===== config.mk =====
export PLATFORM = sky130hd
export DESIGN_NAME = apb_csr_regbank
export DESIGN_NICKNAME = d
export VERILOG_FILES = /design/src/rtl/apb_csr_regbank.sv
export SDC_FILE = /design/constraint.sdc
export NUM_CORES = 1
export LEC_CHECK = 0
export CORE_MARGIN = 2
export CORE_UTILIZATION = 43
export CTS_CLUSTER_SIZE = 24
export DETAILED_ROUTE_END_ITERATION = 12
export PLACE_DENSITY = 0.78
export SYNTH_ARGS = -nofsm -noshare
export SYNTH_HDL_FRONTEND = slang
export SYNTH_SLANG_ARGS = --single-unit

===== constraint.sdc =====
create_clock -name pclk -period 3 [get_ports pclk]
set_input_delay 0.75 -clock pclk [delete_from_list [all_inputs] [get_ports pclk]]
set_output_delay 0.75 -clock pclk [all_outputs]
set_load 0.02 [all_outputs]

===== src/rtl/apb_csr_regbank.sv =====
// rtl/apb_csr_regbank.sv - APB register bank feeding the CSR 8-to-1 read mux
module apb_csr_regbank #(
  parameter int                          ADDR_W      = 8,
  parameter int                          DATA_W      = 8,
  parameter int                          NUM_REGS    = 8,
  parameter int                          WAIT_STATES = 0,
  parameter logic [NUM_REGS-1:0]         RO_MASK     = 8'h00,
  parameter logic [NUM_REGS*DATA_W-1:0]  RESET_VAL   = 64'h0
) (
  input  logic                         pclk,
  input  logic                         preset,
  input  logic                         psel,
  input  logic                         penable,
  input  logic                         pwrite,
  input  logic [ADDR_W-1:0]            paddr,
  input  logic [DATA_W-1:0]            pwdata,
  output logic                         pready,
  output logic [DATA_W-1:0]            prdata,
  output logic                         pslverr,
  output logic [NUM_REGS*DATA_W-1:0]   csr_q,
  output logic [2:0]                   mux_sel,
  output logic                         mux_en,
  input  logic [DATA_W-1:0]            mux_out
);

  localparam int IDX_W = $clog2(NUM_REGS);

  typedef enum logic {IDLE, ACCESS} state_t;

  state_t                       state, state_nxt;
  logic [2:0]                   cnt, cnt_nxt;
  logic [ADDR_W-1:0]            addr_q;
  logic                         write_q;
  logic [DATA_W-1:0]            wdata_q;
  logic [NUM_REGS*DATA_W-1:0]   regs;
  logic [2:0]                   sel_q;
  logic [IDX_W-1:0]             idx;
  logic                         setup;
  logic                         active;
  logic                         err;

  assign idx    = addr_q[IDX_W-1:0];
  assign setup  = psel && !penable;
  assign active = (state == ACCESS) && psel && penable;

  // Error decode and bus responses derived from the latched transfer
  always_comb begin
    err     = (addr_q >= ADDR_W'(NUM_REGS)) || (write_q && RO_MASK[idx]);
    pready  = active && (cnt == 3'd0);
    pslverr = pready && err;
    mux_en  = (state == ACCESS) && !write_q && !err;
    mux_sel = mux_en ? 3'(idx) : sel_q;
    prdata  = (pready && !write_q && !err) ? mux_out : '0;
    csr_q   = regs;
  end

  // Next-state and wait counter: an ACCESS that loses psel/penable aborts to IDLE
  always_comb begin
    state_nxt = state;
    cnt_nxt   = cnt;
    case (state)
      IDLE: begin
        if (setup) begin
          state_nxt = ACCESS;
          cnt_nxt   = 3'(WAIT_STATES);
        end
      end
      ACCESS: begin
        if (!(psel && penable)) begin
          state_nxt = IDLE;
          cnt_nxt   = 3'd0;
        end else if (cnt != 3'd0) begin
          cnt_nxt = cnt - 3'd1;
        end else begin
          state_nxt = IDLE;
        end
      end
      default: begin
        state_nxt = IDLE;
        cnt_nxt   = 3'd0;
      end
    endcase
  end

  // State register and SETUP-time capture of address, direction and data
  always_ff @(posedge pclk) begin
    if (preset) begin
      state   <= IDLE;
      cnt     <= 3'd0;
      addr_q  <= '0;
      write_q <= 1'b0;
      wdata_q <= '0;
    end else begin
      state <= state_nxt;
      cnt   <= cnt_nxt;
      if (state == IDLE && setup) begin
        addr_q  <= paddr;
        write_q <= pwrite;
        wdata_q <= pwdata;
      end
    end
  end

  // Register file commits only on an error-free completing write
  always_ff @(posedge pclk) begin
    if (preset) begin
      regs <= RESET_VAL;
    end else if (pready && write_q && !err) begin
      regs[idx*DATA_W +: DATA_W] <= wdata_q;
    end
  end

  // Mux select holds the last read index once the read finishes
  always_ff @(posedge pclk) begin
    if (preset) begin
      sel_q <= 3'd0;
    end else if (mux_en) begin
      sel_q <= 3'(idx);
    end
  end

endmodule


==> out/qor.yml <==
outcome:
  status: "finished clean"
worst_setup_path:
  cp-start-kind: "flop"
  critPathMaxStageDelay_ps: 560
  cpMaxStageDelayCell: "or4_4"
  crit_required_ps: 2250
  end_kind: "primary output"
  cp_data_arrival_time_ps: 2160
  path_max_fanout: 8
  path_cells: "or4_4, buf_4, nor4_2, buf_4, and2_1, clkdlybuf4s15_2"
  crit_type: "reg2out"
  cpMostUsedCell: "buf_4"
  reg2reg_depth: 5
synthesis:
  syn_area_um2: 3830
  synth_top_area_share_pct: 46.0
  ys_seq_area_share_pct: 46.0
  synthArstFlopShare_pct: 0
  yosys_warnings: 0
  synth_area_leaders: "dfxtp_1 46%, mux2i_1 15%, nand2_1 12%, nand3_1 5.7%, a21oi_1 3.7%"
  synth.most_common_cell: "nand2_1"
  syn_nets: 488
  synth_common_cells: "122 x nand2_1, 88 x dfxtp_1, 57 x mux2i_1, 44 x nand3_1, 28 x a21oi_1"
  synth_flop_cell: "dfxtp_1"
  synth-edff-count: 0
  ys_seq_elements: 88
  synth_top_area_cell: "dfxtp_1"
  avgSynthCellArea_um2: 8.44
  synth.distinct_cells: 32
  syn_inst: 454
placement:
  dp_cells: 664
  gp_congestion: 0.841
  dpl_cell_area_um2: 5110
  dp.final_hpwl_um: 7240
  preCtsSetupSlack_ps: -313
  port_buffers: 106
worst_hold_path:
  hold_class: "reg2reg"
  whs_path_depth: 2
finish:
  diodes: 0
  stdcell_count: 679
  fin_util_pct: 60.6
  nets: 601
  area_growth_pct: 37.3
  stdcell_area_um2: 5260
  drive_above_1_share_pct: 10.9
drt:
  detail_route.wl_per_cell_um: 14.7
  drt-pass1-iter-count: 4
  drcViolationCount: 0
  antenna_left: 0
  routed_via_density: 5.22
  drtIter0Drc: 172
  num_vias: 3545
  routed_wl_um: 9950
pwr:
  p_int_mw: 1.58
  pwr-share-seq_pct: 57.0
  switching_share_pct: 24.9
  leakagePower_nw: 2.22
  power_switching_uw: 525
  finalPower_mw: 2.11
  p_clk_share_pct: 33.7
  combinationalPowerShare_pct: 9.4
  cellPowerDensity_nw_per_um2: 401
  ir_worst_vdd_v: 0.000231
clock_network:
  cts_buffer_depth: 2
  cts.sink_count: 88
  ctsHoldBuffers: 0
  clkTransAtPathRegs_ps: 80
  htree_levels: 3
  cts_root_buf: "clkbuf_8"
  insertion_delay_ps: 330
  cts_tree: "built"
  cts_made_buffers: 9
  postCtsSetupBuffers: 0
floorplanning:
  die_x_um: 98.4
  dieArea_um2: 9680
  start_util_pct: 44.1
  design.core.area_um2: 8680
  die_h_um: 98.4
  core.rowCount: 34
  ios: 107
global_route:
  overflow: 0
  grt_use_total_pct: 20.2
  grt_pass1_vias: 3512
  antenna_found_initial: 0
  grt_pass1_wl_um: 16200
  grt_max_degree: 41
sta:
  tightest_slew_ps: 564
  report.final.setup_viol: 0
  fin_skew_ps: 8.87
  slew_headroom_pct: 62.3
  fin_crit_sh_pct: 97.0
  hold_viol: 0
  finalWorstPathRequiredPeriod_ps: 2910
  holdWs_ps: 464
  timing.final.ws_setup_ps: 89.6
  slew_viol_final: 0
  fmax_ghz: 0.344
  rsz0062_at_grt: "no"
  fin_tns_setup_ps: 0
job:
  cap_violations: 0
==> worst max-delay path, delay by kind of cell, from the launching register on <==
family | cells | cell delay, ps
buf+inv | 3 | 610
flops | 1 | 320
simple gates | 3 | 890
==> registers in the layout, indices dropped and copies added, names as in the netlist <==
register / flops
write_q: 1
wdata_q: 8
cnt: 3
addr_q: 8
csr_q: 64
state: 1
sel_q: 3
==> layout make-up <==
cell class / count / area, µm²
fillers: 754 / 3420
well taps: 108 / 135
inverters: 7 / 26.3
multi-input cells: 329 / 1950
clock inverters: 3 / 18.8
flip-flops and latches: 88 / 1760
clock buffers: 12 / 145
repair buffers: 132 / 1220
==> path summary, 6_finish.rpt <==
kind | from | endpoint | slack [ps]
worst max-delay path | addr_q[3] | prdata[1] | 90
worst min-delay path | csr_q[40] | csr_q[40] | 460
worst max register to register | addr_q[3] | csr_q[21] | 550
worst min register to register | csr_q[40] | csr_q[40] | 460
==> metal layers <==
| layer | GRT usage [%] | part of all wire [%] |
|---|---|---|
| met5 | 0 | 0 |
| met4 | 6.43 | 0.69 |
| met3 | 4.08 | 6.5 |
| met2 | 34.3 | 49 |
| met1 | 25.9 | 43 |
==> power groups by stage <==
| stage | Sequential [mW] | Clock (mW) | Combinational (mW) |
|---|---|---|---|
| global route | 1.20 | 0.773 | 0.216 |
| CTS | 1.20 | 0.723 | 0.198 |
| detailed placement | 1.23 | 0 | 0.195 |
| global placement | 1.23 | 0 | 0.191 |
| floorplan | 1.22 | 0 | 0.113 |
| finish | 1.20 | 0.709 | 0.198 |
==> kinds of logic (layout without fill, tap and decap cells) <==
family / Yosys count / count (layout) / share of synthesized area [%]
AND/OR/NAND/NOR: 222 / 222 / 26.9
AO/OA/AOI/OAI: 42 / 42 / 5.78
buffers and inverters: 37 / 154 / 3.89
adder cells (fa/ha/maj): 5 / 5 / 1.63
flip-flops: 88 / 88 / 46.0
multiplexers: 60 / 60 / 15.8
==> cell usage in the layout (no fill, tap or decap), types with 6 or more instances in the layout <==
cell type	n
clkbuf_8	10
a21oi_1	28
clkdlybuf4s50_1	92
nand2_1	122
nor2b_1	11
inv_1	6
nor2_1	9
dfxtp_1	88
nand3_1	44
mux2i_1	57
and2_1	12
buf_2	8
buf_4	26
o21ai_0	11
==> what timing repair did <==
action / in CTS / in global routing
pin swaps: 1 / 2
endpoints found under the setup margin: 13 / 10
gates resized for setup: 40 / 8
(Power assumes the default switching activity.)
